===== src/rtl/bird_physics_pkg.sv =====
// Shared game constants and state encoding for the bird physics, death
// detector and renderer.
//   SCREEN_H / DEAD_TOP / DEAD_BOT : playfield geometry in pixels
//   HEIGHT_W / VEL_W               : height and velocity bus widths
//   bird_state_e                   : IDLE / FLY / FALL / OVER
//   clamp_height()                 : saturate a signed height sum to [0, h_max]
package bird_physics_pkg;

    localparam int unsigned SCREEN_H = 480;
    localparam int unsigned DEAD_TOP = 10;
    localparam int unsigned DEAD_BOT = 420;
    localparam int unsigned HEIGHT_W = 9;
    localparam int unsigned VEL_W    = 6;
    localparam int unsigned SUM_W    = 11;

    typedef enum logic [1:0] {
        ST_IDLE = 2'd0,
        ST_FLY  = 2'd1,
        ST_FALL = 2'd2,
        ST_OVER = 2'd3
    } bird_state_e;

    // Saturate so an upward move near the top never wraps to the bottom.
    function automatic logic [HEIGHT_W-1:0] clamp_height(
        input logic signed [SUM_W-1:0] sum,
        input logic [HEIGHT_W-1:0]     h_max
    );
        if (sum < 0) begin
            return '0;
        end
        if (sum > $signed({{(SUM_W-HEIGHT_W){1'b0}}, h_max})) begin
            return h_max;
        end
        return sum[HEIGHT_W-1:0];
    endfunction

endpackage


===== src/rtl/bird_physics_if.sv =====
// Bird physics control/status bundle.
//   in_game, flap, is_dead : controls into the physics block
//   height, velocity       : bird top-edge y and signed speed
//   frame_tick, state      : frame pulse and FSM state
// master drives the controls, slave is the physics block.
interface bird_physics_if;
    import bird_physics_pkg::*;

    logic                       in_game;
    logic                       flap;
    logic                       is_dead;
    logic [HEIGHT_W-1:0]        height;
    logic signed [VEL_W-1:0]    velocity;
    logic                       frame_tick;
    bird_state_e                state;

    modport master (
        output in_game, flap, is_dead,
        input  height, velocity, frame_tick, state
    );

    modport slave (
        input  in_game, flap, is_dead,
        output height, velocity, frame_tick, state
    );

endinterface


===== src/rtl/bird_physics_flap_sync.sv =====
// Button synchroniser: 2-FF sync of an asynchronous input followed by a
// rising-edge detector. Reusable for any push button.
//   clk, reset : clock, async active-low reset
//   i_din      : raw asynchronous button level
//   o_rise_c   : one-clock pulse on a synchronised 0->1 transition
module bird_physics_flap_sync (
    input  logic clk,
    input  logic reset,
    input  logic i_din,
    output logic o_rise_c
);

    logic r_meta;
    logic r_sync;
    logic r_prev;

    always_ff @(posedge clk or negedge reset) begin
        if (!reset) begin
            r_meta <= 1'b0;
            r_sync <= 1'b0;
            r_prev <= 1'b0;
        end else begin
            r_meta <= i_din;
            r_sync <= r_meta;
            r_prev <= r_sync;
        end
    end

    assign o_rise_c = r_sync & ~r_prev;

endmodule


===== src/rtl/bird_physics.sv =====
// Bird vertical motion: frame tick generator, gravity, flap impulses,
// post-death fall and freeze.
//   clk, reset : clock, async active-low reset
//   bus        : bird_physics_if.slave (in_game/flap/is_dead in,
//                height/velocity/frame_tick/state out, all registered)
module bird_physics
    import bird_physics_pkg::*;
#(
    parameter int unsigned TICK_DIV    = 1_666_667,
    parameter int unsigned START_H     = 200,
    parameter int unsigned FLAP_V      = 8,
    parameter int unsigned GRAV_FRAMES = 2,
    parameter int unsigned V_MAX       = 10,
    parameter int unsigned H_MAX       = 470
) (
    input  logic           clk,
    input  logic           reset,
    bird_physics_if.slave  bus
);

    localparam int unsigned TICK_W = (TICK_DIV > 1) ? $clog2(TICK_DIV) : 1;
    localparam int unsigned GRAV_W = $clog2(GRAV_FRAMES + 1);
    localparam logic signed [VEL_W-1:0] FLAP_VEL  = -(VEL_W'(FLAP_V));
    localparam logic signed [VEL_W-1:0] VEL_MAX_S = VEL_W'(V_MAX);

    logic [TICK_W-1:0]       r_tick_cnt;
    logic                    r_frame_tick;
    logic [GRAV_W-1:0]       r_grav_cnt;
    logic                    r_flap_pend;
    logic [HEIGHT_W-1:0]     r_height;
    logic signed [VEL_W-1:0] r_velocity;
    bird_state_e             r_state;

    logic                    w_flap_rise;
    logic                    w_pend;
    logic                    w_flap_now;
    logic [GRAV_W-1:0]       w_grav_apply;
    logic signed [VEL_W-1:0] w_vel_apply;
    logic signed [SUM_W-1:0] w_sum;
    logic [HEIGHT_W-1:0]     w_height_nxt;

    bird_physics_flap_sync u_flap_sync (
        .clk      (clk),
        .reset    (reset),
        .i_din    (bus.flap),
        .o_rise_c (w_flap_rise)
    );

    // An edge arriving in the tick cycle is folded into that tick.
    assign w_pend = r_flap_pend | w_flap_rise;

    // Per-tick motion candidate: flap impulse or gravity, then clamped height.
    always_comb begin
        w_flap_now   = ((r_state == ST_FLY) || (r_state == ST_IDLE)) && w_pend;
        w_grav_apply = r_grav_cnt + GRAV_W'(1);
        w_vel_apply  = r_velocity;
        if (w_grav_apply == GRAV_W'(GRAV_FRAMES)) begin
            w_grav_apply = '0;
            if (r_velocity < VEL_MAX_S) begin
                w_vel_apply = r_velocity + VEL_W'(1);
            end
        end
        if (w_flap_now) begin
            w_grav_apply = '0;
            w_vel_apply  = FLAP_VEL;
        end
        w_sum        = $signed({{(SUM_W-HEIGHT_W){1'b0}}, r_height}) + SUM_W'(w_vel_apply);
        w_height_nxt = clamp_height(w_sum, HEIGHT_W'(H_MAX));
    end

    // Free-running frame divider; only reset restarts its phase.
    always_ff @(posedge clk or negedge reset) begin
        if (!reset) begin
            r_tick_cnt   <= '0;
            r_frame_tick <= 1'b0;
        end else if (r_tick_cnt == TICK_W'(TICK_DIV - 1)) begin
            r_tick_cnt   <= '0;
            r_frame_tick <= 1'b1;
        end else begin
            r_tick_cnt   <= r_tick_cnt + TICK_W'(1);
            r_frame_tick <= 1'b0;
        end
    end

    // Game FSM with height/velocity datapath; leaving the game overrides all.
    always_ff @(posedge clk or negedge reset) begin
        if (!reset) begin
            r_state     <= ST_IDLE;
            r_height    <= HEIGHT_W'(START_H);
            r_velocity  <= '0;
            r_grav_cnt  <= '0;
            r_flap_pend <= 1'b0;
        end else if (!bus.in_game) begin
            r_state     <= ST_IDLE;
            r_height    <= HEIGHT_W'(START_H);
            r_velocity  <= '0;
            r_grav_cnt  <= '0;
            r_flap_pend <= 1'b0;
        end else begin
            if (r_frame_tick) begin
                r_flap_pend <= 1'b0;
            end else if (w_flap_rise) begin
                r_flap_pend <= 1'b1;
            end
            case (r_state)
                ST_IDLE: begin
                    if (r_frame_tick && w_pend) begin
                        r_state    <= ST_FLY;
                        r_velocity <= w_vel_apply;
                        r_height   <= w_height_nxt;
                        r_grav_cnt <= w_grav_apply;
                    end
                end
                ST_FLY: begin
                    // Death beats a simultaneous flap; the pending flap is dropped.
                    if (bus.is_dead) begin
                        r_state     <= ST_FALL;
                        r_flap_pend <= 1'b0;
                    end else if (r_frame_tick) begin
                        r_velocity <= w_vel_apply;
                        r_height   <= w_height_nxt;
                        r_grav_cnt <= w_grav_apply;
                    end
                end
                ST_FALL: begin
                    if (r_frame_tick) begin
                        r_height   <= w_height_nxt;
                        r_grav_cnt <= w_grav_apply;
                        if (w_height_nxt == HEIGHT_W'(H_MAX)) begin
                            r_state    <= ST_OVER;
                            r_velocity <= '0;
                        end else begin
                            r_velocity <= w_vel_apply;
                        end
                    end
                end
                ST_OVER: begin
                end
                default: r_state <= ST_IDLE;
            endcase
        end
    end

    assign bus.height     = r_height;
    assign bus.velocity   = r_velocity;
    assign bus.frame_tick = r_frame_tick;
    assign bus.state      = r_state;

endmodule


===== src/flat_wrapper.sv =====
// flat-port wrapper written by rule: the top's interface ports become plain ports
module bird_physics_flat import bird_physics_pkg::*;
#(
    parameter int unsigned TICK_DIV    = 1_666_667,
    parameter int unsigned START_H     = 200,
    parameter int unsigned FLAP_V      = 8,
    parameter int unsigned GRAV_FRAMES = 2,
    parameter int unsigned V_MAX       = 10,
    parameter int unsigned H_MAX       = 470
)
  (clk, reset, bus_in_game, bus_flap, bus_is_dead, bus_height, bus_velocity, bus_frame_tick, bus_state);
  bird_physics_if bus_i ();
  input  logic clk;
  input  logic reset;
  input wire logic [$bits(bus_i.in_game)-1:0] bus_in_game;
  input wire logic [$bits(bus_i.flap)-1:0] bus_flap;
  input wire logic [$bits(bus_i.is_dead)-1:0] bus_is_dead;
  output wire logic [$bits(bus_i.height)-1:0] bus_height;
  output wire logic [$bits(bus_i.velocity)-1:0] bus_velocity;
  output wire logic [$bits(bus_i.frame_tick)-1:0] bus_frame_tick;
  output wire logic [$bits(bus_i.state)-1:0] bus_state;
  assign bus_i.in_game = bus_in_game;
  assign bus_i.flap = bus_flap;
  assign bus_i.is_dead = bus_is_dead;
  assign bus_height = bus_i.height;
  assign bus_velocity = bus_i.velocity;
  assign bus_frame_tick = bus_i.frame_tick;
  assign bus_state = bus_i.state;
  bird_physics #(.TICK_DIV(TICK_DIV), .START_H(START_H), .FLAP_V(FLAP_V), .GRAV_FRAMES(GRAV_FRAMES), .V_MAX(V_MAX), .H_MAX(H_MAX)) u_core (.clk(clk), .reset(reset), .bus(bus_i));
endmodule

===== config.mk =====
export PLATFORM = sky130hd
export DESIGN_NAME = bird_physics_flat
export DESIGN_NICKNAME = d
export VERILOG_FILES = /design/src/rtl/bird_physics_pkg.sv /design/src/rtl/bird_physics_if.sv /design/src/rtl/bird_physics_flap_sync.sv /design/src/rtl/bird_physics.sv /design/src/flat_wrapper.sv
export SDC_FILE = /design/constraint.sdc
export NUM_CORES = 1
export LEC_CHECK = 0
export CELL_PAD_IN_SITES_DETAIL_PLACEMENT = 0
export CELL_PAD_IN_SITES_GLOBAL_PLACEMENT = 1
export CORE_ASPECT_RATIO = 0.8
export CORE_MARGIN = 5
export CORE_UTILIZATION = 49
export CTS_CLUSTER_DIAMETER = 40
export CTS_CLUSTER_SIZE = 12
export DETAILED_ROUTE_END_ITERATION = 12
export PLACE_DENSITY = 0.87
export SYNTH_ARGS = -nofsm -noshare
export SYNTH_HDL_FRONTEND = slang
export SYNTH_SLANG_ARGS = --single-unit

===== constraint.sdc =====
create_clock -name clk -period 9.58 [get_ports clk]
set_clock_uncertainty 0.05 [all_clocks]
set_input_delay 1.916 -clock clk [delete_from_list [all_inputs] [get_ports clk]]
set_output_delay 1.916 -clock clk [all_outputs]
set_load 0.005 [all_outputs]

==> report_table.html <==
<table>
<tr><th>Metric</th><th>Value</th></tr>
<tr><th colspan="2">Clocking</th></tr>
<tr><td>Buffer count from post-CTS setup fixing</td><td>0</td></tr>
<tr><td>Number of resized instances in the post-cts repair step</td><td>0</td></tr>
<tr><td>H-tree depth</td><td>2</td></tr>
<tr><td>Clock latency at the later pin of the worst-skew pair</td><td>0.30 ns</td></tr>
<tr><td>Clock net sink count</td><td>45</td></tr>
<tr><td>Number of buffers on the longest clock path</td><td>2</td></tr>
<tr><td>CTS tree</td><td>built</td></tr>
<tr><td>Clock-pin transition on the worst setup and hold timing paths</td><td>0.09 ns</td></tr>
<tr><td>TritonCTS Buffers</td><td>5</td></tr>
<tr><td>CTS root buffer</td><td>sky130_fd_sc_hd__clkbuf_8</td></tr>
<tr><td>Hold-fix buffers, CTS</td><td>0</td></tr>
<tr><th colspan="2">Synthesis</th></tr>
<tr><td>Flops &amp; latches, synth</td><td>45</td></tr>
<tr><td>Fraction of synthesized cell area taken by the top area cell type</td><td>36.4%</td></tr>
<tr><td>Library cells used by synthesis</td><td>59</td></tr>
<tr><td>Cell count after synthesis</td><td>305</td></tr>
<tr><td>Most frequent cells after synthesis</td><td>sky130_fd_sc_hd__dfrtp_1 (42), sky130_fd_sc_hd__nor2_1 (34), sky130_fd_sc_hd__nand2_1 (32)</td></tr>
<tr><td>Most common cell in the netlist</td><td>sky130_fd_sc_hd__dfrtp_1</td></tr>
<tr><td>Library cell with the largest summed area after synthesis</td><td>sky130_fd_sc_hd__dfrtp_1</td></tr>
<tr><td>Top post-synthesis cells by area</td><td>sky130_fd_sc_hd__dfrtp_1 (36%), sky130_fd_sc_hd__ha_1 (7.4%), sky130_fd_sc_hd__xnor2_1 (4.5%)</td></tr>
<tr><td>Post-Synthesis Net Count</td><td>328</td></tr>
<tr><td>Post-synthesis sequential area ratio</td><td>39.1%</td></tr>
<tr><td>Number of warnings issued by yosys</td><td>0</td></tr>
<tr><td>Share of async-settable or async-resettable flops after synthesis</td><td>100%</td></tr>
<tr><td>Number of synthesized flops with an enable pin</td><td>0</td></tr>
<tr><td>Main synth FF type</td><td>sky130_fd_sc_hd__dfrtp_1</td></tr>
<tr><td>Netlist area before placement</td><td>2890 sq um</td></tr>
<tr><td>Mean instance size in the synthesized netlist</td><td>9.47 sq um</td></tr>
<tr><th colspan="2">Floorplanning</th></tr>
<tr><td>Overall die height</td><td>78.7 um</td></tr>
<tr><td>Row count</td><td>25</td></tr>
<tr><td>DIE WIDTH</td><td>95.9 um</td></tr>
<tr><td>Starting density of the core</td><td>49.7%</td></tr>
<tr><td>Die outline area</td><td>7540 sq um</td></tr>
<tr><td>Count of boundary I/O pins</td><td>23</td></tr>
<tr><td>Core Footprint</td><td>5820 sq um</td></tr>
<tr><th colspan="2">Hold path</th></tr>
<tr><td>Min-Delay Startpoint</td><td>u_core.u_flap_sync.r_meta</td></tr>
<tr><td>Worst min-delay path category</td><td>reg2reg</td></tr>
<tr><td>Worst-case hold path end point</td><td>u_core.u_flap_sync.r_sync</td></tr>
<tr><td>Number of cells traversed by the worst hold path</td><td>0</td></tr>
<tr><th colspan="2">Setup path</th></tr>
<tr><td>Biggest cell delay along the critical path</td><td>0.46 ns</td></tr>
<tr><td>Kind of end point of the critical path</td><td>flop</td></tr>
<tr><td>Endpoint of the worst-slack reg-to-reg timing path</td><td>u_core.bus.height[4]</td></tr>
<tr><td>Crit Path Category</td><td>reg2reg</td></tr>
<tr><td>Start of the worst register-to-register path</td><td>u_core.bus.velocity[2]</td></tr>
<tr><td>Slowest-stage cell, CP</td><td>sky130_fd_sc_hd__dfrtp_1</td></tr>
<tr><td>Critical Path RT</td><td>9.73 ns</td></tr>
<tr><td>Arrival time at the worst endpoint</td><td>4.02 ns</td></tr>
<tr><td>Cell-by-cell listing of the critical path</td><td>o21ai_0 -&gt; a21oi_1 -&gt; nor2_1 -&gt; nand4_1 -&gt; xnor2_1 -&gt; nand2_1 -&gt; ha_1 -&gt; a21oi_1 -&gt; o211ai_2 -&gt; a2111oi_1 -&gt; o2bb2ai_2 -&gt; a31oi_1 -&gt; o21ai_0 -&gt; a31o_1</td></tr>
<tr><td>Count of cells along the worst register-to-register path</td><td>14</td></tr>
<tr><td>Highest fanout seen on the critical path</td><td>6</td></tr>
<tr><td>Kind of start point of the critical path</td><td>flop</td></tr>
<tr><td>Register-to-register path setup slack</td><td>5.72 ns</td></tr>
<tr><th colspan="2">Cells and area</th></tr>
<tr><td>Layout Cells excl Fill</td><td>413</td></tr>
<tr><td>Sequential Area</td><td>1130 sq um</td></tr>
<tr><td>Total of fill cells in the finished design</td><td>528</td></tr>
<tr><td>Fraction of layout cells with a size suffix above 1</td><td>8.73%</td></tr>
<tr><td>Final net count</td><td>354</td></tr>
<tr><td>Total area of multi-input combinational cells</td><td>1700 sq um</td></tr>
<tr><td>Area overhead of the layout relative to synthesis</td><td>15.6%</td></tr>
<tr><td>Number of antenna diodes</td><td>0</td></tr>
<tr><td>Core occupancy in the finished layout</td><td>57.4%</td></tr>
<tr><th colspan="2">Global route</th></tr>
<tr><td>Largest net degree at the start of global routing</td><td>46</td></tr>
<tr><td>Number of antenna violations at the first check in global routing</td><td>0</td></tr>
<tr><td>Global-route wire length before repair</td><td>10700 um</td></tr>
<tr><td>Overall overflow remaining after global route</td><td>0</td></tr>
<tr><td>Total routing usage reported by global routing</td><td>18.2%</td></tr>
<tr><td>Via count of the first global-routing pass</td><td>2135</td></tr>
<tr><th colspan="2">Pwr</th></tr>
<tr><td>Proportion of power drawn by flip-flops and latches</td><td>23.4%</td></tr>
<tr><td>Net Sw Power</td><td>467 uW</td></tr>
<tr><td>Part of the total power dissipated in combinational logic</td><td>60.5%</td></tr>
<tr><td>Cell internal pwr</td><td>603 uW</td></tr>
<tr><td>Largest vdd supply drop</td><td>0.261 mV</td></tr>
<tr><td>Pwr Density</td><td>320 nW/um^2</td></tr>
<tr><td>Clock share of power</td><td>16.1%</td></tr>
<tr><td>Leakage power figure</td><td>0.00144 uW</td></tr>
<tr><td>Switching fraction of total power</td><td>43.6%</td></tr>
<tr><th colspan="2">STA</th></tr>
<tr><td>Worst max-slew margin expressed relative to the limit</td><td>34.5%</td></tr>
<tr><td>Hold Violations, Final</td><td>0</td></tr>
<tr><td>Number of endpoints failing setup at the final stage</td><td>0</td></tr>
<tr><td>Slew Viols, Final</td><td>0</td></tr>
<tr><td>Transition time at the pin with the least slew margin</td><td>0.982 ns</td></tr>
<tr><td>Setup ws final</td><td>5.72 ns</td></tr>
<tr><td>Final critical-path share of the clock period</td><td>40.3%</td></tr>
<tr><td>Max Clk Rate</td><td>0.259 GHz</td></tr>
<tr><td>Shortest clock period the worst path allows after layout</td><td>3.86 ns</td></tr>
<tr><td>RSZ-0062 raised after global routing</td><td>false</td></tr>
<tr><td>TNS Setup</td><td>0 ns</td></tr>
<tr><td>Hold_ws</td><td>0.304 ns</td></tr>
<tr><th colspan="2">Placement</th></tr>
<tr><td>Setup WS pre-CTS</td><td>5.48 ns</td></tr>
<tr><td>Number of I/O port buffers</td><td>22</td></tr>
<tr><td>RD Place Congestion</td><td>0.829</td></tr>
<tr><td>Total half-perimeter wirelength after legalization and detailed placement</td><td>4650 um</td></tr>
<tr><td>Post-placement cell count</td><td>405</td></tr>
<tr><th colspan="2">Detailed routing</th></tr>
<tr><td>DRT Pass-1 Iters</td><td>4</td></tr>
<tr><td>Post-route ant nets</td><td>0</td></tr>
<tr><td>Total number of vias</td><td>2306</td></tr>
<tr><td>Detailed-route wire length per cell</td><td>15.3 um</td></tr>
<tr><td>Routed WL</td><td>6310 um</td></tr>
<tr><td>Detailed Route Iter0 Violations</td><td>110</td></tr>
<tr><td>Vias/cell</td><td>5.58</td></tr>
<tr><td>Number of design rule violations left after detail routing</td><td>0</td></tr>
<tr><th colspan="2">Status</th></tr>
<tr><td>Status</td><td>completed</td></tr>
<tr><th colspan="2">Run</th></tr>
<tr><td>Maxcap violations</td><td>0</td></tr>
</table>
[per-stage QoR]
step	cell area (sq um)	power (uW)
floorplan	2890	729
finish	3340	1070
detailed placement	3200	891
CTS	3340	1070
global placement	3200	888
global route	3340	1160
[worst max-delay path: cells and delay by family, from the launching register on]
| family | cells | cell delay (ns) |
|---|---|---|
| adders and majority gates | 1 | 0.38 |
| DFF | 1 | 0.46 |
| AOI/OAI and AO/OA | 9 | 2.19 |
| xor gates and xnor gates | 1 | 0.17 |
| and+or+nand+nor | 3 | 0.51 |
[cell families after synthesis]
logic type / share of synthesized area [%]
muxes: 1.17
buffers and inverters: 2.38
xor gates and xnor gates: 8.84
and+or+nand+nor: 21.5
adders and majority gates: 8.06
DFF: 39.1
AOI/OAI and AO/OA: 18.9
[final cells by class]
cell class,instances,share of cell area [%]
sequential,45,33.8
clock inverter,3,2.06
tap,81,3.03
timing repair buffer,23,6.67
inverter,14,1.57
clock buffer,5,2.06
multi-input combinational,242,50.8
[sequential cells by signal, indices dropped and copies added, names as in the netlist]
| register | count |
|---|---|
| u_core.bus.frame_tick | 1 |
| u_core.bus.height | 9 |
| u_core.bus.state | 2 |
| u_core.bus.velocity | 6 |
| u_core.r_flap_pend | 1 |
| u_core.r_grav_cnt | 2 |
| u_core.r_tick_cnt | 21 |
| u_core.u_flap_sync.r_meta | 1 |
| u_core.u_flap_sync.r_prev | 1 |
| u_core.u_flap_sync.r_sync | 1 |
[power groups by stage]
stage / registers [uW] / logic, uW / clock network (uW)
5_1_grt: 256 / 714 / 188
2_1_floorplan: 249 / 480 / 0
6_report: 251 / 648 / 172
4_1_cts: 251 / 641 / 178
3_5_place_dp: 254 / 636 / 0
3_3_place_gp: 254 / 634 / 0
[cells in the final DEF (no fill, tap or decap), drive strengths merged, types with 3 or more instances in the layout]
cell type and instances:
nand2b 5, o21ai 15, nor2 34, a31oi 3, ha 17, a31o 4
dfrtp 42, xor2 11, nand2 32, and2 5, dfstp 3, o211ai 3
and3 7, a21oi 15, nand3 11, o31ai 4, inv 15, nor3 3
o2bb2ai 3, nand4 6, a21o 4, xnor2 16, clkbuf 5, nor2b 4
clkdlybuf4s50 21, a32o 6, or3 4
[worst max path at each step]
stage / startpoint / end / slack (ns) / cells after the start
floorplan: u_core.bus.velocity[2] / u_core.bus.state[1] / 6.25 / 15
global placement: bus_in_game / u_core.bus.velocity[0] / 5.48 / 5
detailed placement: bus_in_game / u_core.bus.velocity[0] / 5.48 / 5
CTS: u_core.bus.velocity[2] / u_core.bus.height[4] / 5.78 / 14
global route: u_core.bus.state[1] / u_core.bus.state[1] / 5.42 / 15
finish: u_core.bus.velocity[2] / u_core.bus.height[4] / 5.72 / 14
[metal layers]
metal | GRT usage, % | share of wire [%] | wire length (um) | vias to the layer above
li1 | - | - | - | 1161
met1 | 30.4 | 54 | 3430 | 1076
met2 | 22.7 | 38 | 2420 | 59
met3 | 4.21 | 6.0 | 376 | 10
met4 | 4.97 | 1.3 | 80 | 0
met5 | 0 | 0 | 0 | -
(Power assumes the default switching activity.)
